==> config.mk <==
export PLATFORM = sky130hd
export DESIGN_NAME = mem_port_responder
export DESIGN_NICKNAME = d
export VERILOG_FILES = /design/src/rtl/mmix_mem_pkg.sv /design/src/rtl/mem_lane_align.sv /design/src/rtl/mem_port_responder.sv
export SDC_FILE = /design/constraint.sdc
export NUM_CORES = 1
export LEC_CHECK = 0
export BUFFER_PORTS_ARGS = -buffer_cell sky130_fd_sc_hd__buf_4
export CAP_MARGIN = 40
export CORE_ASPECT_RATIO = 1.75
export CORE_UTILIZATION = 56
export DETAILED_ROUTE_END_ITERATION = 6
export PLACE_DENSITY = 0.94
export REMOVE_ABC_BUFFERS = 1
export SLEW_MARGIN = 30
export SYNTH_ARGS = -nofsm -noshare
export SYNTH_HDL_FRONTEND = slang
export SYNTH_HIERARCHICAL = 1
export SYNTH_SLANG_ARGS = --single-unit
==> constraint.sdc <==
create_clock -name clk -period 6 [get_ports clk]
set_input_delay 0.3 -clock clk [delete_from_list [all_inputs] [get_ports clk]]
set_output_delay 0.3 -clock clk [all_outputs]
set_load 0.005 [all_outputs]
==> src/rtl/mmix_mem_pkg.sv <==
// Types shared by the MMIX memory initiators (fetch_unit, load/store unit)
// and the memory-side responder.
package mmix_mem_pkg;

    // Access width as encoded on mem_datasize.
    typedef enum logic [1:0] {
        DS_BYTE  = 2'd0,
        DS_WYDE  = 2'd1,
        DS_TETRA = 2'd2,
        DS_OCTA  = 2'd3
    } datasize_t;

    // Right-justified lane mask covering one access of the given width.
    function automatic logic [7:0] size_lanes(input datasize_t size);
        case (size)
            DS_BYTE:  size_lanes = 8'h01;
            DS_WYDE:  size_lanes = 8'h03;
            DS_TETRA: size_lanes = 8'h0f;
            default:  size_lanes = 8'hff;
        endcase
    endfunction

endpackage

==> src/rtl/mem_lane_align.sv <==
// Combinational MMIX big-endian lane alignment: maps size + byte offset onto
// RAM byte enables, positions store data and extracts load data.
module mem_lane_align
    import mmix_mem_pkg::*;
(
    input  datasize_t   i_size,
    input  logic [2:0]  i_offset,
    input  logic [63:0] i_wdata,
    input  logic [63:0] i_ram_rdata,
    output logic [7:0]  o_byteenable,
    output logic [63:0] o_wdata,
    output logic [63:0] o_rdata
);

    logic [7:0]  w_lanes;
    logic [3:0]  w_nbytes;
    logic [2:0]  w_off;
    logic [2:0]  w_shift;
    logic [5:0]  w_bits;
    logic [63:0] w_dmask;

    // Force the offset to the natural alignment of the size and build the data mask.
    always_comb begin
        // NOTE: every signal written here gets a default first, so no path can infer a latch.
        w_off    = i_offset;
        w_nbytes = 4'd1;
        w_dmask  = '0;
        case (i_size)
            DS_BYTE:  begin w_off = i_offset;                w_nbytes = 4'd1; end
            DS_WYDE:  begin w_off = {i_offset[2:1], 1'b0};   w_nbytes = 4'd2; end
            DS_TETRA: begin w_off = {i_offset[2], 2'b00};    w_nbytes = 4'd4; end
            default:  begin w_off = 3'd0;                    w_nbytes = 4'd8; end
        endcase
        for (int i = 0; i < 8; i++) begin
            w_dmask[8*i +: 8] = {8{w_lanes[i]}};
        end
    end

    assign w_lanes = size_lanes(i_size);

    // Byte offset 0 lives in lane 7, so the right-justified value sits (8-off-n) lanes up.
    assign w_shift = 3'(4'd8 - {1'b0, w_off} - w_nbytes);
    assign w_bits  = {w_shift, 3'b000};

    assign o_byteenable = w_lanes << w_shift;
    assign o_wdata      = (i_wdata & w_dmask) << w_bits;
    assign o_rdata      = (i_ram_rdata >> w_bits) & w_dmask;

endmodule

==> src/rtl/mem_port_responder.sv <==
// Memory-side responder of the mem_* request/done protocol. Serves one
// byte/wyde/tetra/octa access from a 64-bit byte-enabled RAM after a
// configurable number of wait states and answers with a one-cycle mem_done.
module mem_port_responder
    import mmix_mem_pkg::*;
#(
    parameter int ADDR_BITS = 13,
    parameter int LATENCY   = 2
) (
    input  logic                 clk,
    input  logic                 reset_n,
    input  logic [63:0]          mem_address,
    input  logic [1:0]           mem_datasize,
    input  logic                 mem_read,
    input  logic                 mem_write,
    input  logic [63:0]          mem_writedata,
    output logic [63:0]          mem_readdata,
    output logic                 mem_done,
    output logic [ADDR_BITS-1:0] ram_address,
    output logic                 ram_read,
    output logic                 ram_write,
    output logic [7:0]           ram_byteenable,
    output logic [63:0]          ram_writedata,
    input  logic [63:0]          ram_readdata
);

    typedef enum logic [2:0] {
        ST_IDLE,
        ST_WAIT,
        ST_ACCESS,
        ST_CAPTURE,
        ST_DONE,
        ST_RELEASE
    } state_t;

    // WAIT lasts LATENCY cycles: count LATENCY-1 down to 0.
    localparam logic [3:0] WAIT_LOAD = 4'((LATENCY > 0) ? LATENCY - 1 : 0);

    state_t               r_state;
    state_t               w_state_nxt;
    logic [3:0]           r_wait_cnt;
    logic [ADDR_BITS-1:0] r_index;
    logic [2:0]           r_offset;
    datasize_t            r_size;
    logic [63:0]          r_wdata;
    logic                 r_is_read;
    logic                 r_in_range;
    logic [63:0]          r_rdata;

    logic                 w_req;
    logic                 w_in_range;
    logic [7:0]           w_be;
    logic [63:0]          w_wdata_al;
    logic [63:0]          w_rdata_al;

    assign w_req      = mem_read | mem_write;
    assign w_in_range = (mem_address >> (ADDR_BITS + 3)) == 64'd0;

    mem_lane_align u_align (
        .i_size      (r_size),
        .i_offset    (r_offset),
        .i_wdata     (r_wdata),
        .i_ram_rdata (ram_readdata),
        .o_byteenable(w_be),
        .o_wdata     (w_wdata_al),
        .o_rdata     (w_rdata_al)
    );

    // State register; reset aborts any transaction in flight.
    always_ff @(posedge clk or negedge reset_n) begin
        // NOTE: sequential state is assigned with <= so every register updates from pre-edge values.
        if (!reset_n) r_state <= ST_IDLE;
        else          r_state <= w_state_nxt;
    end

    // Next-state and strobe/done decode from the current state.
    always_comb begin
        w_state_nxt    = r_state;
        mem_done       = 1'b0;
        ram_read       = 1'b0;
        ram_write      = 1'b0;
        ram_byteenable = 8'h00;
        ram_writedata  = 64'd0;
        case (r_state)
            ST_IDLE: begin
                if (w_req) w_state_nxt = (LATENCY == 0) ? ST_ACCESS : ST_WAIT;
            end
            ST_WAIT: begin
                if (r_wait_cnt == 4'd0) w_state_nxt = ST_ACCESS;
            end
            ST_ACCESS: begin
                // Out-of-range accesses keep their timing but never touch the RAM.
                if (r_in_range) begin
                    ram_read       = r_is_read;
                    ram_write      = !r_is_read;
                    ram_byteenable = w_be;
                    ram_writedata  = r_is_read ? 64'd0 : w_wdata_al;
                end
                w_state_nxt = r_is_read ? ST_CAPTURE : ST_DONE;
            end
            ST_CAPTURE: w_state_nxt = ST_DONE;
            ST_DONE: begin
                mem_done    = 1'b1;
                w_state_nxt = ST_RELEASE;
            end
            ST_RELEASE: begin
                // A request still held from the finished transaction is not re-served.
                if (!w_req) w_state_nxt = ST_IDLE;
            end
            default: w_state_nxt = ST_IDLE;
        endcase
    end

    // Request capture in IDLE, wait-state counting and load-data capture.
    always_ff @(posedge clk or negedge reset_n) begin
        if (!reset_n) begin
            r_wait_cnt <= 4'd0;
            r_index    <= '0;
            r_offset   <= 3'd0;
            r_size     <= DS_BYTE;
            r_wdata    <= 64'd0;
            r_is_read  <= 1'b0;
            r_in_range <= 1'b0;
            r_rdata    <= 64'd0;
        end else begin
            case (r_state)
                ST_IDLE: begin
                    if (w_req) begin
                        r_index    <= mem_address[ADDR_BITS+2:3];
                        r_offset   <= mem_address[2:0];
                        r_size     <= datasize_t'(mem_datasize);
                        r_wdata    <= mem_writedata;
                        r_is_read  <= mem_read;
                        r_in_range <= w_in_range;
                        r_wait_cnt <= WAIT_LOAD;
                    end
                end
                ST_WAIT:    r_wait_cnt <= r_wait_cnt - 4'd1;
                ST_CAPTURE: r_rdata    <= r_in_range ? w_rdata_al : 64'd0;
                default: ;
            endcase
        end
    end

    assign ram_address  = r_index;
    assign mem_readdata = r_rdata;

endmodule
# [After elaboration in Yosys (flattened, before gate mapping)]
# Index checks and enable logic that the tools add are counted.
[totals] register_bits=155 input_bits=198 wordCells=58
[classes] add_sub_neg=3 n_eq_ne=10 shift=3 muxes=21 bitwise=3 n_reduce_logical=9
[ops] operator="2-to-1 mux 64 bit" count=4
[ops] operator="bitwise AND 64 bit" count=2
[ops] operator="logical NOT 64 bit" count=1
[ops] operator="<< shifter 64 x 6 -> 64 bit" count=1
[ops] operator=">> shifter 64 x 6 -> 64 bit" count=1
[ops] operator="one-hot mux 8 bit (3 select lines)" count=1
[ops] operator="one-hot mux 3 bit (3 select lines)" count=2
[ops] operator="one-hot mux 3 bit (6 select lines)" count=1
[ops] operator="2-to-1 mux 8 bit" count=2
[ops] operator="2-to-1 mux 3 bit" count=4
[ops] operator="one-hot mux 4 bit (2 select lines)" count=1
[ops] operator="<< shifter 8 x 3 -> 8 bit" count=1
[ops] operator="equality test 3 x 2 -> 1 bit (second input constant)" count=2
[ops] operator="equality test 3 bit (second input constant)" count=2
[ops] operator="inequality test 2 bit (second input constant)" count=3
[ops] operator="2-to-1 mux 1 bit" count=5
[ops] operator="logical NOT 4 bit" count=1
[ops] operator="2-to-1 mux 4 bit" count=1
[ops] operator="AND reduction 2 bit" count=2
[ops] operator="subtractor 4 x 1 -> 4 bit (second input constant)" count=1
[ops] operator="equality test 3 x 1 -> 1 bit (second input constant)" count=1
[ops] operator="logical NOT 3 bit" count=1
[ops] operator="AND reduction 3 bit" count=1
[ops] operator="subtractor 1 x 3 -> 3 bit (first input constant)" count=1
[ops] operator="other kinds (7)" count=7

# [Longest topological paths before layout]
# Gate-level depths: netlist (run 1).
[depth] word_depth=8 mapped_depth=15 ltp_nobuf=10

# [Modules after synthesis]
# Netlist (run 1), hierarchy kept.
[modules_own_cells] mod="mem_port_responder" instances=1 cells_per_inst=772 area_per_inst_um2=6686.4
[modules_own_cells] mod="mem_lane_align" instances=1 cells_per_inst=523 area_per_inst_um2=4055.1

# [Worst setup path after synthesis (run 1)]
# OpenSTA, ideal clock, no wires.
[synth_path] kind="register -> output" startpoint="reg r_size[1]" endpoint="out ram_writedata[32]" arrival_time_ns=2.964 required_ns=5.700 setup_slack_ns=2.736 path_stages_with_launch=14 n_path_buf=6 path_cell_list="dfrtp_1 > buf_4 > clkbuf_1 > clkbuf_1 > nor2b_1 > ha_1 > inv_1 > ha_1 > buf_2 > buf_2 > clkbuf_1 > a22oi_1 > o32ai_1 > and2_1"
[synth_between] elab_chain_cells=8
[synth_lines] item="start, declared" line="mem_port_responder.sv:44" rtl="datasize_t r_size;"
[synth_lines] item="start signal, assigned" line="mem_port_responder.sv:131" rtl="r_size <= datasize_t'(mem_datasize);"
[synth_lines] item="equality test 2 bit, or another cell as far along" line="mmix_mem_pkg.sv:15, mem_lane_align.sv:28"
[synth_lines] item="one-hot mux 3 bit (3 select lines)" line="mem_lane_align.sv:28" rtl="case (i_size)"
[synth_lines] item="subtractor 1 x 3 -> 3 bit" line="mem_lane_align.sv:42" rtl="assign w_shift = 3'(4'd8 - {1'b0, w_off} - w_nbytes);"
[synth_lines] item="subtractor 3 bit" line="mem_lane_align.sv:42"
[synth_lines] item="<< shifter 64 x 6 -> 64 bit (*)" line="mem_lane_align.sv:46" rtl="assign o_wdata = (i_wdata & w_dmask) << w_bits;"
[synth_lines] item="named net w_wdata_al[32]" line="mem_port_responder.sv:53" rtl="logic [63:0] w_wdata_al;"
[synth_lines] item="2-to-1 mux 64 bit (*)" line="mem_port_responder.sv:97" rtl="ram_writedata = r_is_read ? 64'd0 : w_wdata_al;"
[synth_lines] item="2-to-1 mux 64 bit (*)" line="mem_port_responder.sv:93" rtl="if (r_in_range) begin"
[synth_lines] item="2-to-1 mux 64 bit (*)" line="mem_port_responder.sv:84" rtl="case (r_state)"
[synth_lines] item="end, declared" line="mem_port_responder.sv:23" rtl="output logic [63:0] ram_writedata,"
# The timed path passes the listed nets; every way through them passes the cells marked *.

# [Worst setup path after layout (run 1)]
[layout_path] startpoint="reg r_size[0]" endpoint="out ram_writedata[49]"
# The elaborated chain is that of the path after synthesis.

==> out/results.tsv, run 1 <==
stage	metric	value	unit
run_status	outcome	completed	
die	pin_count	350	
global_route	grt_pass1_wl	59.5	mm
timing	worst_hold_slack	55.9	ps
power_and_ir_drop	p_int	0.00489	W
global_route	grt_start_max_net_pins	93	
timing	setup_viol	0	
clock_tree	cts_sinks	155	
power_and_ir_drop	switching_share	0.475	
timing	max_slew_margin	0.400	
yosys	syn_inst	1295	
die	fp-row-count	66	
detailed_routing	wl_per_cell	21.7	µm
placement	pre_cts_slack	2090	ps
cells_and_area	multi_input_area	6360	µm²
placement	hpwl	26.5	mm
yosys	synth_area_leaders	dfrtp_1, nand2_1, mux4_2	
yosys	ys_async_sr_fraction	1.00	
placement	place_inst	1791	
power_and_ir_drop	p_seq_frac	0.207	
critical_path	setup.worst_path.end_class	output pin	
die	die_area	19800	µm²
timing	hold_violations	0	
timing	rsz0062_at_grt	no	
die	start_util	0.576	
detailed_routing	drt_iter0_markers	1338	
cells_and_area	num_antenna_cells	0	
global_route	grt_util_all_layers	0.391	
global_route	antenna_found_initial	0	
timing	drv_slew	0	
cells_and_area	layout.nets	1780	
timing	finalWorstSetupSlack	1690	ps
clock_tree	htree_levels	4	
critical_path	cp_max_fo	35	
placement	io_buffers	349	
cells_and_area	areaGrowthSynthToFinish	31.9	%
clock_tree	insertion_delay	430	ps
yosys	synth-edff-count	0	
placement	place_congestion	0.928	
power_and_ir_drop	vdd_drop_max	0.505	mV
cells_and_area	stdcell_count	1825	
clock_tree	clock_path_buffers	2	
yosys	yosysTopAreaCell	dfrtp_1	
yosys	ys_types	59	
timing	fin_crit_sh	0.718	
yosys	ys_seq_area_frac	0.361	
yosys	syn-cell-area	10700	µm²
power_and_ir_drop	clkPwrFrac	0.125	
yosys	ys_ff_latch	155	
clock_tree	numCtsBuffers	17	
cells_and_area	drive_above_1_share	0.317	
detailed_routing	drc	0	
detailed_routing	first_pass_iters	7	
power_and_ir_drop	power_density	657	nW/µm²
critical_path	start_kind	flip-flop	
yosys	synth_top_cell_area_share	0.361	
cells_and_area	final_area	14200	µm²
timing	clock_skew	10.5	ps
timing	clock.fmax	232	MHz
critical_path	path_class	flip-flop to output pin	
die	dieHeight	185	µm
placement	place_area	13500	µm²
clock_tree	root_buffer	clkbuf_16	
yosys	synth_ff_type	dfrtp_1	
worst_hold_path	holdCritPathClass	input port to flip-flop	
yosys	synth_area_per_cell	8.29	µm²
global_route	grt-ovfl-total	0	
die	core	18700	µm²
timing	tightest_slew	898	ps
detailed_routing	detail-route-antenna-nets	0	
job	max_cap_violations	0	
detailed_routing	vias_per_cell	6.45	
power_and_ir_drop	leakage	6.72	nW
global_route	first_global_vias	11200	
yosys	synth-warning-count	6	
detailed_routing	wirelength	39.5	mm
cells_and_area	register_area	3880	µm²
clock_tree	post_cts_resized	0	
clock_tree	cts.clk_slew.worst_paths	60	ps
yosys	synth_commonest_cells	nand2_1, dfrtp_1, o21ai_0	
die	dieWidth	107	µm
yosys	synth.most_common_cell	nand2_1	
critical_path	arrival	4010	ps
detailed_routing	vias	11800	
clock_tree	cts_tree	built	
power_and_ir_drop	comb_power_share	0.669	
power_and_ir_drop	netSwitchingPower	0.00442	W
timing	fin_crit	4310	ps
critical_path	crit_required	5700	ps
cells_and_area	fillers	1314	
## path summary, 6_finish.rpt
kind / startpoint / end / slack [ps] / cells after the start
min: mem_address[12] / ram_address[9] / 60 / 3
max reg2reg: r_size[0] / mem_readdata[9] / 2240 / 11
max in group asynchronous: reset_n / r_in_range / 4710 / 4
min in group asynchronous: reset_n / mem_readdata[2] / 300 / 2
max: r_size[0] / ram_writedata[49] / 1690 / 12
min reg2reg: r_offset[0] / r_offset[0] / 470 / 2
## registers in the layout, indices dropped and copies added, names as in the netlist
signal / cells
mem_readdata: 64
r_wdata: 64
ram_address: 13
r_wait_cnt: 4
r_offset: 3
r_state: 3
r_size: 2
r_in_range: 1
r_is_read: 1
## final cells by class
cell class / instances / area share
clock inverter: 10 / 0.0118
sequential: 155 / 0.274
clock buffer: 20 / 0.0315
timing repair buffer: 379 / 0.211
inverter: 9 / 0.00238
tap: 238 / 0.0210
multi-input combinational: 1014 / 0.449
## routing by layer
metal,share of wire,vias to the layer above,global-route usage
li1,-,5048,-
met1,0.34,5509,0.472
met2,0.48,938,0.633
met3,0.099,277,0.0672
met4,0.078,0,0.273
met5,0,-,0
## worst max-delay path, stage by stage, from the launching register on
cell and delay, ps:
dfrtp_1 530, nor2_1 160, buf_4 260, inv_1 230, ha_4 590, buf_12 280
inv_1 110, buf_4 240, nor2_1 460, a2bb2oi_1 190, mux2i_1 220, and2_1 160
buf_4 100
## kinds of logic after synthesis
group                      after synthesis  synth area share
adders and majority gates                6           0.00699
and+or+nand+nor                        650             0.279
xor gates and xnor gates                 3           0.00384
DFF                                    155             0.361
muxes                                  117             0.159
AOI/OAI and AO/OA                      238             0.136
buffers and inverters                  126            0.0538
## cell usage in the layout, fill, tap and decap left out, types with 4 or more instances in the layout
cell / synthesis / routed
o21ai_0: 100 / 100
bufinv_16: 0 / 4
a22o_1: 7 / 7
and3_1: 17 / 17
nor2b_1: 15 / 14
buf_4: 10 / 368
a2bb2oi_1: 14 / 14
nor4_1: 13 / 13
a21oi_1: 37 / 37
o221ai_1: 7 / 7
mux4_2: 39 / 39
mux2_2: 35 / 35
nand4_1: 19 / 19
o22ai_1: 8 / 8
inv_1: 8 / 8
a32oi_1: 6 / 6
o21a_1: 4 / 4
nand3_1: 17 / 16
buf_16: 0 / 5
dfrtp_1: 155 / 154
nand2_1: 393 / 392
a22oi_1: 15 / 15
clkinvlp_4: 0 / 4
o2bb2ai_1: 11 / 11
a311oi_1: 4 / 4
nor3_1: 20 / 20
o21ai_1: 16 / 14
clkbuf_16: 0 / 17
and2_1: 89 / 89
mux2i_1: 42 / 42
or4_1: 8 / 8
nor2_1: 42 / 39
## power groups by stage
stage / Clock, W / Combinational (W) / Sequential [W]
3_3_place_gp: 0 / 0.00553 / 0.00189
5_1_grt: 0.00121 / 0.00656 / 0.00197
2_1_floorplan: 0 / 0.00398 / 0.00185
4_1_cts: 0.00117 / 0.00596 / 0.00191
6_report: 0.00116 / 0.00623 / 0.00192
3_5_place_dp: 0 / 0.00589 / 0.00192
## metrics by stage
stage               setup TNS (ps)  power [W]  utilization
floorplan                   -17660    0.00584            -
global placement                 0    0.00742        0.715
detailed placement               0    0.00781        0.722
CTS                              0    0.00903        0.756
global route                     0    0.00973        0.759
finish                           0    0.00931        0.759
## repair_timing
item	in CTS	in global routing
hold buffers	1	0
buffers inserted	0	0
hold endpoints to repair	41	0
(Power assumes the default switching activity.)
==> run 2, diff against run 1 <==
CORE_UTILIZATION = 52   (was 56)
PLACE_DENSITY = 0.89   (was 0.94)
clock period = 4.5 ns   (was 6 ns; I/O delays follow)
==> run 2 against run 1 <==
Effect of this change: the flow now finishes with violations (design-rule violations); utilization down 2.5 points; combinational power up 33%; worst setup slack worse by 1500 ps; critical path depth down 3; via count up 0.54%; clock power up 34%; count of clock-buffer cells in the layout down 2.
==> out/results.tsv, run 2 (same netlist as run 1, synthesis figures left out) <==
stage	metric	value	unit	change
timing	setup_viol	0		unchanged
clock_tree	cts_sinks	155		unchanged
placement	io_buffers	349		unchanged
power_and_ir_drop	p_int	0.00650	W	+33%
detailed_routing	first_pass_iters	7		unchanged
global_route	grt_util_all_layers	0.379		-0.0125
detailed_routing	drt_iter0_markers	1173		-12%
critical_path	cp_max_fo	41		+17%
power_and_ir_drop	power_density	832	nW/µm²	+27%
timing	finalSetupTns	0	ps	unchanged
clock_tree	insertion_delay	440	ps	about the same
detailed_routing	wl_per_cell	21.3	µm	-1.4%
detailed_routing	detail-route-antenna-nets	0		unchanged
job	max_cap_violations	0		unchanged
die	fp-row-count	69		+4.5%
placement	place_inst	1802		+0.61%
die	core	20300	µm²	+8.7%
die	pin_count	350		unchanged
critical_path	arrival	4060	ps	+50 ps
timing	fin_crit	4280	ps	
global_route	grt_start_max_net_pins	90		-3.2%
die	dieWidth	111	µm	+3.7%
cells_and_area	areaGrowthSynthToFinish	38.8	%	
timing	clock.fmax	234	MHz	
critical_path	path_class	flip-flop to output pin		
power_and_ir_drop	vdd_drop_max	0.839	mV	+66%
placement	pre_cts_slack	359	ps	-1730 ps
timing	fin_crit_sh	0.951		
critical_path	setup.worst_path.end_class	output pin		
cells_and_area	register_area	3880	µm²	unchanged
timing	max_slew_margin	0.412		+0.0115
die	start_util	0.529		-0.0461
timing	worst_hold_slack	15.0	ps	-41.0 ps
run_status	outcome	complete, but fails checks		
power_and_ir_drop	comb_power_share	0.668		about the same
critical_path	start_kind	flip-flop		
cells_and_area	drive_above_1_share	0.306		-0.0105
cells_and_area	multi_input_area	6380	µm²	+0.33%
power_and_ir_drop	p_seq_frac	0.207		about the same
cells_and_area	fillers	1430		+8.8%
global_route	grt-ovfl-total	0		unchanged
power_and_ir_drop	leakage	7.02	nW	+4.5%
clock_tree	cts.clk_slew.worst_paths	70	ps	about the same
cells_and_area	layout.nets	1852		+4.0%
timing	hold_violations	0		unchanged
die	dieHeight	192	µm	+3.7%
detailed_routing	vias_per_cell	6.20		-3.9%
critical_path	crit_required	4280	ps	-1420 ps
clock_tree	numCtsBuffers	17		unchanged
clock_tree	htree_levels	4		unchanged
timing	rsz0062_at_grt	no		
power_and_ir_drop	netSwitchingPower	0.00590	W	+33%
timing	clock_skew	10.5	ps	-0.0412 ps
clock_tree	root_buffer	clkbuf_16		
cells_and_area	layout_commonest_cell	nand2_1		
placement	hpwl	26.7	mm	+0.76%
power_and_ir_drop	switching_share	0.475		+0.000486
critical_path	r2r_slack	960	ps	-1280 ps
worst_hold_path	holdCritPathClass	input port to flip-flop		
timing	finalWorstSetupSlack	219	ps	-1470 ps
timing	tightest_slew	880	ps	-17.5 ps
die	die_area	21300	µm²	+7.6%
timing	drv_slew	0		unchanged
placement	place_congestion	0.965		+3.9%
cells_and_area	num_antenna_cells	0		unchanged
run_status	violations	design-rule violations		
clock_tree	clock_path_buffers	2		unchanged
clock_tree	cts_tree	built		
global_route	antenna_found_initial	0		unchanged
global_route	grt_pass1_wl	62.4	mm	+4.9%
detailed_routing	drc	6		+6
power_and_ir_drop	clkPwrFrac	0.125		about the same
detailed_routing	wirelength	40.8	mm	+3.1%
detailed_routing	vias	11800		+0.54%
cells_and_area	stdcell_count	1909		+4.6%
global_route	first_global_vias	11700		+4.4%
cells_and_area	layout_common_cells	nand2_1, buf_4, dfrtp_1		
-- run 2: cell types whose count changed in the layout (fill, tap and decap cells not counted), sizes merged --
cell | before | now
clkinv | 2 | 7
buf | 378 | 377
clkinvlp | 4 | 3
dlygate4sd3 | 1 | 74
clkbuf | 20 | 18
-- run 2: timing repair --
action | CTS | global route
hold buffers | 74 | 0
hold endpoints to repair | 139 | 0
gates cloned | 0 | 0
endpoints found under the setup margin | 15 | 22
setup buffers | 0 | 0
resized for setup | 2 | 1
-- run 2: metal layers --
layer / part of all wire / GRT usage / up-vias
met5: 0 / 0 / -
met4: 0.072 / 0.268 / 0
met3: 0.083 / 0.0760 / 257
met2: 0.51 / 0.649 / 852
met1: 0.34 / 0.421 / 5520
li1: - / - / 5207
-- run 2: worst max-delay path, cell delays in order, from the launching register on --
cell      delay (ps)
dfrtp_1          540
nor2_4           390
inv_1            290
ha_4             720
nor2_1           100
buf_4            230
nand2_1          670
o221ai_1         290
and2_1           230
buf_4            140
-- run 2: path summary, 6_finish.rpt --
kind	startpoint	cells past startpoint	end
max	r_size[0]	9	ram_writedata[62]
min	mem_writedata[33]	3	r_wdata[33]
max reg2reg	r_size[0]	10	mem_readdata[1]
min reg2reg	r_wdata[62]	2	r_wdata[62]
max in group asynchronous	reset_n	3	ram_address[8]
min in group asynchronous	reset_n	2	mem_readdata[32]
-- run 2: stage by stage --
| step | power [W] | cell area [µm²] | util |
|---|---|---|---|
| floorplan | 0.00739 | 10200 | - |
| global route | 0.0130 | 14900 | 0.735 |
| finish | 0.0124 | 14900 | 0.735 |
| CTS | 0.0121 | 14900 | 0.733 |
| global placement | 0.0101 | 13400 | 0.662 |
| detailed placement | 0.0104 | 13500 | 0.665 |
-- run 2: layout make-up --
class | count | share of cell area
Multi-Input combinational cell | 1014 | 0.428
Inverter | 9 | 0.00227
Tap cell | 248 | 0.0208
Sequential cell | 155 | 0.260
Clock inverter | 14 | 0.0132
Clock buffer | 18 | 0.0288
Timing Repair Buffer | 451 | 0.246
-- run 2: power groups by stage --
stage / registers, W / logic [W] / clock network (W)
after floorplan: 0.00247 / 0.00492 / 0
after global placement: 0.00253 / 0.00755 / 0
after detailed placement: 0.00257 / 0.00786 / 0
after CTS: 0.00254 / 0.00797 / 0.00156
after global routing: 0.00264 / 0.00878 / 0.00162
final: 0.00257 / 0.00828 / 0.00155
==> run 3, diff against run 2 <==
CORE_UTILIZATION = 56   (was 52)
PLACE_DENSITY = unset   (was 0.89)
PLACE_DENSITY_LB_ADDON = 0.05   (was unset)
clock period = 5.2 ns   (was 4.5 ns; I/O delays follow)
==> run 3 against run 2 <==
Effect of this change: the run now ends clean; sequential cell count is the same; global-route usage shrank 0.77 points; hold slack lost 5.2 ps; first-iteration DRC count shrank 25%; cell area shrank 4.8%; critical path depth shrank 1; count of clock-buffer cells in the layout grew 1; combinational power shrank 16%; utilization grew 2.5 points; total power shrank 16%; sequential share of layout area grew 1.3 points; critical path type unchanged; largest cell class unchanged; highest routed layer unchanged.
==> out/results.tsv, run 3 (same netlist as run 1, synthesis figures left out) <==
stage	metric	value	unit	change
run_status	outcome	completed		
detailed_routing	vias_per_cell	6.11		-1.5%
die	fp-row-count	66		-4.3%
global_route	antenna_found_initial	0		unchanged
critical_path	crit_path_cell_trace	nor2_1 > inv_1 > ha_4 > inv_1 > nand3_1 > o32ai_1 > and2_1 > buf_4		
placement	place_congestion	0.899		-6.8%
detailed_routing	detail-route-antenna-nets	0		unchanged
clock_tree	cts_tree	built		
clock_tree	cts_sinks	155		unchanged
clock_tree	clock_path_buffers	2		unchanged
critical_path	crit_required	4940	ps	+660 ps
critical_path	crit_path_frequent_cell	inv_1		
timing	tightest_slew	951	ps	+71.0 ps
power_and_ir_drop	power_density	737	nW/µm²	-11%
global_route	grt_pass1_wl	56.2	mm	-10%
cells_and_area	layout_common_cells	nand2_1, buf_4, dfrtp_1		
critical_path	arrival	4240	ps	+180 ps
worst_hold_path	hold_start	mem_writedata[32]		
placement	io_buffers	349		unchanged
critical_path	critPathTopFamily	simple AND/OR/NAND/NOR gates		
cells_and_area	layout.nets	1784		-3.7%
timing	rsz0062_at_grt	no		
critical_path	startpoint	r_size[0]		
job	max_cap_violations	0		unchanged
timing	clock_skew	12.1	ps	+1.68 ps
timing	clock.fmax	222	MHz	
timing	fin_crit	4500	ps	
clock_tree	htree_levels	4		unchanged
cells_and_area	fillers	1446		+1.1%
timing	hold_violations	0		unchanged
critical_path	crit_buf_inv	3		unchanged
timing	fin_crit_sh	0.865		
clock_tree	root_buffer	clkbuf_16		
cells_and_area	areaGrowthSynthToFinish	32.1	%	
die	die_area	19800	µm²	-7.0%
detailed_routing	wl_per_cell	20.1	µm	-5.7%
critical_path	cp_slowest_stage_delay	730	ps	about the same
detailed_routing	wirelength	36.8	mm	-9.6%
clock_tree	cts_setup_buffers	0		unchanged
timing	drv_slew	0		unchanged
timing	finalSetupTns	0	ps	unchanged
detailed_routing	vias	11200		-5.5%
detailed_routing	drc	0		-6
critical_path	slowest_stage	nand3_1		
cells_and_area	num_antenna_cells	0		unchanged
cells_and_area	drive_above_1_share	0.319		+0.0125
cells_and_area	layout_commonest_cell	nand2_1		
placement	place_area	13500	µm²	-0.31%
critical_path	cp_max_fo	30		-27%
global_route	first_global_vias	10900		-7.2%
power_and_ir_drop	leakage	6.73	nW	-4.2%
global_route	grt_util_all_layers	0.371		-0.00769
clock_tree	insertion_delay	430	ps	about the same
timing	max_slew_margin	0.364		-0.0475
cells_and_area	final_area	14200	µm²	-4.8%
critical_path	path_class	flip-flop to output pin		
global_route	grt_start_max_net_pins	101		+12%
global_route	grt-ovfl-total	0		unchanged
cells_and_area	multi_input_area	6370	µm²	-0.24%
critical_path	setup.worst_path.end_class	output pin		
power_and_ir_drop	vdd_drop_max	0.588	mV	-30%
clock_tree	cts.clk_slew.worst_paths	70	ps	about the same
die	core	18700	µm²	-8.0%
placement	hpwl	25.7	mm	-3.5%
detailed_routing	drt_iter0_markers	875		-25%
detailed_routing	first_pass_iters	5		-2
die	dieWidth	107	µm	-3.6%
die	pin_count	350		unchanged
worst_hold_path	holdCritPathClass	input port to flip-flop		
critical_path	r2r-start	r_size[0]		
clock_tree	numCtsBuffers	17		unchanged
die	dieHeight	185	µm	-3.6%
critical_path	start_kind	flip-flop		
die	start_util	0.576		+0.0461
timing	setup_viol	0		unchanged
cells_and_area	register_area	3880	µm²	unchanged
==> run 3: report_power, final <==
group          internal (W)  switching, W
clock network      0.000723      0.000547
logic               0.00306       0.00392
registers           0.00176      0.000441
total               0.00554       0.00491
==> run 3: path summary, 6_finish.rpt <==
path,slack (ps),cells past startpoint,endpoint
worst max-delay path,700,8,ram_writedata[39]
worst min-delay path,10,3,r_wdata[32]
worst max register to register,1710,10,mem_readdata[9]
worst min register to register,480,2,ram_address[3]
max in group asynchronous,3840,3,r_wdata[41]
min in group asynchronous,310,2,mem_readdata[17]
==> run 3: metrics by stage <==
stage,setup WS [ps],hold WS (ps),util,power (W),std cells
2_1_floorplan,-1380,-35.6,-,0.00655,1178
3_3_place_gp,1380,211,0.716,0.00867,1787
3_5_place_dp,1310,225,0.721,0.00890,1791
4_1_cts,812,0.238,0.755,0.0102,1827
5_1_grt,564,8.08,0.760,0.0110,1831
6_report,702,9.78,0.760,0.0104,1831
==> run 3: metal layers <==
| layer | vias to the layer above | global-route usage | share of wire |
|---|---|---|---|
| met5 | - | 0 | 0 |
| met4 | 0 | 0.232 | 0.056 |
| met3 | 128 | 0.0489 | 0.077 |
| met2 | 677 | 0.652 | 0.52 |
| met1 | 5313 | 0.423 | 0.35 |
| li1 | 5067 | - | - |
==> run 3: final cells by class <==
cell class	count	share of cell area
Tap cell	238	0.0210
Clock buffer	19	0.0312
Inverter	9	0.00238
Sequential cell	155	0.274
Multi-Input combinational cell	1014	0.449
Timing Repair Buffer	383	0.213
Clock inverter	13	0.0101
==> run 3: worst reg2reg max path: cells and delay by family, from the launching register on <==
family	cells	cell delay, ps
and+or+nand+nor	4	1260
AOI/OAI and AO/OA	3	580
adders and majority gates	1	420
DFF	1	530
buffers and inverters	2	620
==> run 3: what timing repair did <==
item	4_1_cts	5_1_grt
hold buffers	4	0
gates resized for setup	0	0
endpoints found under the hold margin	47	0
